<file path="src/rtl/cpu_pkg.sv">
// Definitions shared between the control unit and the datapath: widths, opcodes,
// datapath path selects and the instruction-fetch FSM state encoding.
package cpu_pkg;

  localparam int unsigned CPU_ADDR_W  = 8;
  localparam int unsigned CPU_INSTR_W = 24;

  localparam logic [7:0] OP_NOP   = 8'h00;
  localparam logic [7:0] OP_LOAD  = 8'h01;
  localparam logic [7:0] OP_STORE = 8'h02;
  localparam logic [7:0] OP_ADD   = 8'h03;
  localparam logic [7:0] OP_SUB   = 8'h04;
  localparam logic [7:0] OP_JMP   = 8'h05;
  localparam logic [7:0] OP_MOVI  = 8'h06;
  localparam logic [7:0] OP_HALT  = 8'hFF;

  typedef enum logic [1:0] {
    PATH_ALU,
    PATH_MEM,
    PATH_IMM,
    PATH_PC
  } path_t;

  typedef enum logic [1:0] {
    FETCH_IDLE,
    FETCH_REQ,
    FETCH_WAIT,
    FETCH_FULL
  } fetch_state_t;

  function automatic logic [7:0] opcode_of(input logic [CPU_INSTR_W-1:0] instr);
    return instr[23:16];
  endfunction

endpackage

</file>
<file path="src/rtl/instr_fetch_unit_rise_detect.sv">
// Registered rising-edge detector. The previous sample resets to 1 so a level
// held high through reset does not produce an event.
module rise_detect (
  input  logic clk,
  input  logic rst,
  input  logic level,
  output logic fire
);

  logic prev;

  always_ff @(posedge clk) begin
    if (rst) prev <= 1'b1;
    else     prev <= level;
  end

  assign fire = level & ~prev;

endmodule

</file>
<file path="src/rtl/instr_fetch_unit.sv">
// Fetch-side datapath: PC, MAR and IR, plus the request/wait/buffer FSM that
// reads the instruction memory on behalf of the control unit.
module instr_fetch_unit
  import cpu_pkg::*;
#(
  parameter int unsigned ADDR_W  = CPU_ADDR_W,
  parameter int unsigned INSTR_W = CPU_INSTR_W,
  parameter int unsigned TIMEOUT = 15
) (
  input  logic               clk,
  input  logic               rst,
  input  logic [ADDR_W-1:0]  pc_load_val,
  input  logic               pc_en,
  input  logic               pc_inc,
  input  logic               mar_load,
  input  logic               ir_load,
  output logic [INSTR_W-1:0] command_word,
  output logic               ready_reg_flag,
  output logic [ADDR_W-1:0]  pc_current,
  output logic               fetch_timeout,
  output logic [ADDR_W-1:0]  mem_addr,
  output logic               mem_req,
  input  logic [INSTR_W-1:0] mem_rdata,
  input  logic               mem_rvalid
);

  localparam int unsigned CNT_W = $clog2(TIMEOUT + 1);

  fetch_state_t state, state_next;

  logic [ADDR_W-1:0]  pc, mar;
  logic [INSTR_W-1:0] ir, buffer;
  logic [CNT_W-1:0]   cnt;
  logic               flag;
  logic               pc_inc_ev, mar_load_ev;

  logic mar_en, flag_set, ir_from_mem, ir_from_buf, buf_en, cnt_clr, cnt_inc;

  rise_detect u_pc_inc_edge (
    .clk   (clk),
    .rst   (rst),
    .level (pc_inc),
    .fire  (pc_inc_ev)
  );

  rise_detect u_mar_load_edge (
    .clk   (clk),
    .rst   (rst),
    .level (mar_load),
    .fire  (mar_load_ev)
  );

  always_ff @(posedge clk) begin
    if (rst) state <= FETCH_IDLE;
    else     state <= state_next;
  end

  // Expiry is decided in the last WAIT cycle so a response arriving in that
  // same cycle still wins over the timeout.
  always_comb begin
    state_next    = state;
    mem_req       = 1'b0;
    fetch_timeout = 1'b0;
    mar_en        = 1'b0;
    flag_set      = 1'b0;
    ir_from_mem   = 1'b0;
    ir_from_buf   = 1'b0;
    buf_en        = 1'b0;
    cnt_clr       = 1'b0;
    cnt_inc       = 1'b0;
    case (state)
      FETCH_IDLE: begin
        if (mar_load_ev) begin
          mar_en     = 1'b1;
          flag_set   = 1'b1;
          state_next = FETCH_REQ;
        end
      end
      FETCH_REQ: begin
        mem_req    = 1'b1;
        cnt_clr    = 1'b1;
        state_next = FETCH_WAIT;
      end
      FETCH_WAIT: begin
        if (mem_rvalid) begin
          if (ir_load) begin
            ir_from_mem = 1'b1;
            state_next  = FETCH_IDLE;
          end else begin
            buf_en     = 1'b1;
            state_next = FETCH_FULL;
          end
        end else if (cnt == CNT_W'(TIMEOUT - 1)) begin
          fetch_timeout = 1'b1;
          state_next    = FETCH_IDLE;
        end else begin
          cnt_inc = 1'b1;
        end
      end
      FETCH_FULL: begin
        if (ir_load) begin
          ir_from_buf = 1'b1;
          state_next  = FETCH_IDLE;
        end
      end
      default: state_next = FETCH_IDLE;
    endcase
  end

  always_ff @(posedge clk) begin
    if (rst) begin
      pc     <= '0;
      mar    <= '0;
      ir     <= '0;
      buffer <= '0;
      cnt    <= '0;
      flag   <= 1'b1;
    end else begin
      if (pc_en)          pc <= pc_load_val;
      else if (pc_inc_ev) pc <= pc + 1'b1;

      if (mar_en) mar <= pc;

      if (buf_en) buffer <= mem_rdata;

      if (cnt_clr)      cnt <= '0;
      else if (cnt_inc) cnt <= cnt + 1'b1;

      if (ir_from_mem) begin
        ir   <= mem_rdata;
        flag <= 1'b0;
      end else if (ir_from_buf) begin
        ir   <= buffer;
        flag <= 1'b0;
      end else if (flag_set) begin
        flag <= 1'b1;
      end
    end
  end

  assign command_word   = ir;
  assign ready_reg_flag = flag;
  assign pc_current     = pc;
  assign mem_addr       = mar;

endmodule

</file>
<file path="config.mk">
export PLATFORM = sky130hd
export DESIGN_NAME = instr_fetch_unit
export DESIGN_NICKNAME = d
export VERILOG_FILES = /design/src/rtl/cpu_pkg.sv /design/src/rtl/instr_fetch_unit_rise_detect.sv /design/src/rtl/instr_fetch_unit.sv
export SDC_FILE = /design/constraint.sdc
export NUM_CORES = 1
export LEC_CHECK = 0
export ABC_AREA = 1
export CAP_MARGIN = 20
export CORE_MARGIN = 10
export CORE_UTILIZATION = 46
export CTS_BUF_LIST = sky130_fd_sc_hd__clkbuf_2 sky130_fd_sc_hd__clkbuf_4 sky130_fd_sc_hd__clkbuf_8
export DETAILED_ROUTE_END_ITERATION = 8
export HOLD_SLACK_MARGIN = 0.12
export PLACE_DENSITY = 0.77
export SLEW_MARGIN = 5
export SYNTH_ARGS = -nofsm -noshare
export SYNTH_HDL_FRONTEND = slang
export SYNTH_HIERARCHICAL = 1
export SYNTH_SLANG_ARGS = --single-unit
</file>
<file path="constraint.sdc">
create_clock -name clk -period 1.2 [get_ports clk]
set_input_delay 0.3 -clock clk [delete_from_list [all_inputs] [get_ports clk]]
set_output_delay 0.3 -clock clk [all_outputs]
set_load 0.03 [all_outputs]
</file>
* After elaboration in Yosys (flattened, before gate mapping) *
Index checks and enable logic that the tools add are counted.

storage, ports and cells
  memories = 0
  output and inout bits = 43
  input bits = 39
  bits in read-only memories = 0
  flip-flop bits (word level) = 73
  logic and storage cells = 57
  bits in writable memories = 0
  latch bits = 0

operators by class
  shift-type cells = 0
  $lt $le $gt $ge = 0
  eq/ne operators = 7
  multipliers = 0
  add/subtract/negate cells = 2
  bitwise logic cells = 4
  reductions and logical operators = 6
  multiplexer cells = 29
  div/mod/pow operators = 0

operators with widths
  kind                                                                    count
  24-bit two-way mux                                                      2
  1-bit two-way mux                                                       19
  8-bit two-way mux                                                       2
  2-bit two-way mux                                                       5
  8-bit by 1-bit adder with 8-bit output (second input constant)          1
  2-bit case mux with 4 select lines                                      1
  4-bit by 1-bit adder with 4-bit output (second input constant)          1
  2-bit equality test (second input constant)                             2
  4-bit equality test (second input constant)                             1
  2-bit != test (second input constant)                                   2
  2-bit nonzero test                                                      2
  3-bit != test (second input constant)                                   1
  3-bit AND reduction                                                     1
  3-bit nonzero test                                                      1
  1-bit AND                                                               2
  2-bit by 1-bit equality test with 1-bit output (second input constant)  1
  2-bit logical NOT                                                       1
  1-bit NOT                                                               2
  2-bit OR reduction                                                      1

* Longest topological paths before layout *
  depth in word-level cells = 7
  gate-level depth with buffers = 8
  gate-level depth less buffers = 8

* Cells and area by module *
Netlist, hierarchy kept.

modules (own cells, without submodules)
  module            cells each  area each (um^2)  sequential area each (um^2)  instances
  instr_fetch_unit  412         3,218.1           1,421.4                      1
  rise_detect       5           37.5              20.0                         2

* Worst setup path before layout *
No wires, ideal clock.

  path type = register to output
  from = register cnt[0]
  to = output fetch_timeout
  data arrival time = 1.347 ns
  buffers on the path = 0
  path slack = -0.447 ns
  stages on the path, launching flop included = 5
  required time = 0.900 ns
  cells stage by stage = dfxtp_1 -> inv_1 -> ha_1 -> nand3_1 -> nor3_1

on the way
  longest elaborated chain between the ends = 4

RTL lines
  element                   line                     RTL
  start: declaration        instr_fetch_unit.sv:33   logic [CNT_W-1:0] cnt;
  start signal: assignment  instr_fetch_unit.sv:127  else if (cnt_inc) cnt <= cnt + 1'b1;
  4-bit equality test       instr_fetch_unit.sv:93   end else if (cnt == CNT_W'(TIMEOUT - 1)) begin
  1-bit two-way mux         instr_fetch_unit.sv:93
  1-bit two-way mux         instr_fetch_unit.sv:85   if (mem_rvalid) begin
  1-bit two-way mux         instr_fetch_unit.sv:71   case (state)
  end: declaration          instr_fetch_unit.sv:20   output logic fetch_timeout,

No other way between the ends.

* Final worst setup path *
Ends and elaborated chain as after synthesis.

==> impl_summary.md <==
Worst setup path
Grouping stages by cell kind, the critical path spends the most delay in flip-flops. The arrival time of the worst setup path is 1.27 ns. Data on the critical path is required at its endpoint by 0.90 ns. The sum of buffers and inverters on the critical path is 2.

The critical path is of the reg2out type. The maximum fanout encountered on the critical timing path is 2. The critical path goes through inv_2, ha_4, nand3_4, nor3_4, buf_12. Across all register-to-register paths, the minimum setup slack is -0.31 ns. The critical path starts at cnt[0].

The biggest cell delay along the critical path is 0.33 ns. The sort of element at the start of the critical path is a register. The logic depth of the worst register-to-register path is 7. The launch instance of the worst register-to-register path is state[0]. The critical path's slowest cell is sky130_fd_sc_hd__dfxtp_2. In this run the worst setup path terminates at fetch_timeout. The worst setup path is captured at an output pin. The critical path crosses 5 cells after its start point. The endpoint of the most critical register-to-register path is buffer[16].

STA
Setup repair after global routing could not meet its margin everywhere. The final hold violation count is 0. The shortest clock period the worst path allows after layout is 1.57 ns. For the final database, setup skew stands at 0.00786 ns.

The count of final setup violators is 60. In this run the tightest slew margin relative to its limit is 0.784. Of the available clock period, the critical path in the final layout requires 1.30. The setup TNS is -11.55 ns.

The fmax is 639 MHz. The total count of max-transition violations in the final report is 0. Once routing completed, OpenROAD measured the worst setup slack at -0.366 ns. The worst hold slack is 0.297 ns. For the pin with the worst max-slew slack, the measured transition is 0.321 ns.

Yosys
The most common cell in the synthesized netlist is sky130_fd_sc_hd__nand2_1. The number of nets produced by synthesis is 464. The count of flip-flops with a built-in enable after synthesis is 0.

The leading register cell type out of synthesis is sky130_fd_sc_hd__dfxtp_1. The synthesized design spends more area on one cell type than any other, namely sky130_fd_sc_hd__dfxtp_1. The count of different cell masters after synthesis is 34. By area the synthesized netlist is led by sky130_fd_sc_hd__dfxtp_1, sky130_fd_sc_hd__nand2_1, sky130_fd_sc_hd__a21oi_1.

The commonest cells after synthesis are sky130_fd_sc_hd__nand2_1, sky130_fd_sc_hd__dfxtp_1, sky130_fd_sc_hd__a21oi_1. After technology mapping, the gate count stands at 422. The average instance in the mapped netlist occupies 7.80 um^2. The portion of the post-synthesis area used by sequential elements is 0.444. After synthesis, the share of flip-flops with an asynchronous set or reset is 0. For this run, the number of Yosys warnings is 6.

The top cell type's share of synthesized area is 0.444. The synthesis-stage register bit count is 73. In this run the cell area of the synthesized design comes to 0.00329 mm^2.

Floorplan
The total area inside the core boundary comes to 0.00687 mm^2. The effective utilization at floorplan is 0.479. The die covers 0.0109 mm^2. In this run the horizontal extent of the chip is 105 um. The die is 105 um tall. The site row count is 30. The number of top-level pins is 82.

Place
Including well taps, the total number of placed cells is 613. The post-place setup slack is -0.495 ns. The number of I/O port buffers is 81.

At the end of routability-driven placement, the weighted congestion stood at 0.811. The final HPWL from detailed placement is 6210 um.

Run status
The flow ran to the end, but the final reports show violations. The checks that failed: negative setup slack.

GRT
The initial antenna violation count is 0. The first global-routing pass estimated 16,500 um of wire. The largest net degree at the start of global routing is 25.

The via count of the first global-routing pass is 3,255. The sum of overflow across all layers after global routing is 0. The combined global-route utilization of all metal layers is 0.182.

Power
In this run the power density over the cells is 1050 mW/mm^2. For this design the static power due to leakage is 0.00220 uW. The worst-case IR drop observed on VDD is 732 uV.

Layout
In the final layout, the share of cells above drive strength 1 is 0.553. The growth of design area from synthesis to finish is 68.8%. For this run, the number of standard cells in the final layout without fillers is 657. The number of antenna diodes in the final layout is 0. The net count of the finished layout is 598.

Clock tree
CTS built an H-tree with a depth of 3. The clock net in this run drives a total of 73 sinks. TritonCTS built the clock tree.

The insertion delay of the later-clocked pin in the worst-skew pair is 0.36 ns. The buffer depth of the longest clock path is 2. In this run, CTS created clock tree buffers numbering 9. The number of buffers added to fix hold violations after cts is 0.

The buffer type at the clock tree root is sky130_fd_sc_hd__clkbuf_8. The clock transition at the registers of the reported paths is 0.08 ns.

Route
The post-detailed-route DRC marker count is 0. The routed layout has 3,578 vias. The number of violations reported at the end of detailed-routing iteration 0 is 229.

After detailed routing, the average wire length per cell comes to 18.4 um. The remaining number of nets flagged by the antenna check after routing is 0. The first-pass iteration count of the detailed router is 4. The via-per-instance ratio is 5.45. The routed design has 12,100 um of wire.

Worst hold path
The path class of the lowest-slack min-delay path is in2reg.

Run
The max-capacitance violation count is 0.
-- final cells by class --
cell class / instances / area [um^2]
timing repair buffer: 137 / 1550
inverter: 54 / 231
multi-input combinational: 280 / 1950
timing repair inverter: 1 / 11.3
fill: 382 / 1310
tap: 96 / 120
clock inverter: 6 / 42.5
clock buffer: 10 / 131
sequential: 73 / 1520
-- worst min path at each step --
| stage | slack [ns] | cells after the start | endpoint | from |
|---|---|---|---|---|
| final | 0.30 | 4 | u_pc_inc_edge/prev | pc_inc |
| after global routing | 0.29 | 4 | u_pc_inc_edge/prev | pc_inc |
| after CTS | 0.37 | 3 | command_word[12] | rst |
| after detailed placement | 0.44 | 2 | buffer[1] | buffer[1] |
| after global placement | 0.43 | 2 | buffer[2] | buffer[2] |
| after floorplan | 0.37 | 1 | state[0] | rst |
-- registers in the layout, summed over array words and instances (netlist names) --
name	flops
buffer	24
command_word	24
u_mar_load_edge/prev	1
cnt	4
state	2
ready_reg_flag	1
mem_addr	8
u_pc_inc_edge/prev	1
pc_current	8
-- repair_timing --
action                                  in CTS  in global routing
endpoints found under the setup margin      61                 92
hold endpoints to repair                     0                  0
gates cloned                                 3                  6
setup buffers                               16                  8
pin swaps                                   36                 19
resized for setup                          109                113
-- stage by stage --
step | utilization | power (uW) | area, um^2
finish | 0.809 | 5860 | 5560
global placement | 0.633 | 3610 | 4350
detailed placement | 0.633 | 3640 | 4350
global route | 0.809 | 6050 | 5560
floorplan | - | 3190 | 3350
CTS | 0.734 | 5600 | 5040
-- layer usage --
metal / routed length, um / GRT usage
met4: 451 / 0.0912
met2: 6150 / 0.308
met5: 0 / 0
met3: 746 / 0.0399
met1: 4710 / 0.212
-- placed cells by master, fill, tap and decap left out, types with 6 or more instances in the layout --
cell type                         count
sky130_fd_sc_hd__buf_6               48
sky130_fd_sc_hd__nand2_2             37
sky130_fd_sc_hd__dfxtp_1             41
sky130_fd_sc_hd__a21oi_2             32
sky130_fd_sc_hd__o21ai_2             35
sky130_fd_sc_hd__nor2_2               6
sky130_fd_sc_hd__clkbuf_8             9
sky130_fd_sc_hd__a21oi_1             21
sky130_fd_sc_hd__nand3_1             12
sky130_fd_sc_hd__buf_12              14
sky130_fd_sc_hd__clkdlybuf4s50_1     34
sky130_fd_sc_hd__buf_4               33
sky130_fd_sc_hd__inv_1               35
sky130_fd_sc_hd__o21ai_1              6
sky130_fd_sc_hd__nor2_1              31
sky130_fd_sc_hd__dfxtp_2             23
sky130_fd_sc_hd__dfxtp_4              9
sky130_fd_sc_hd__nand2_1             49
sky130_fd_sc_hd__nor2_4               6
sky130_fd_sc_hd__inv_2               15
sky130_fd_sc_hd__o21ai_4              8
-- power by group --
part / switching (uW) / internal [uW] / total, uW
combinational: 751 / 648 / 1400
clock: 1040 / 778 / 1820
sequential: 107 / 2530 / 2640
-- worst register-to-register path, cell delays in order, from the launching register on --
cell and delay [ns]:
sky130_fd_sc_hd__dfxtp_4 0.37, sky130_fd_sc_hd__buf_6 0.13, sky130_fd_sc_hd__nor2_4 0.15, sky130_fd_sc_hd__nand3_4 0.23, sky130_fd_sc_hd__clkinv_2 0.13, sky130_fd_sc_hd__buf_6 0.14, sky130_fd_sc_hd__nor2_1 0.09, sky130_fd_sc_hd__nor2_1 0.19
-- logic make-up after synthesis --
logic type,synth area share
flops,0.444
buf+inv,0.104
xor+xnor,0.00798
fa+ha+maj,0.0114
simple gates,0.231
compound gates,0.202
No activity file was read; power rests on OpenSTA's default activity.
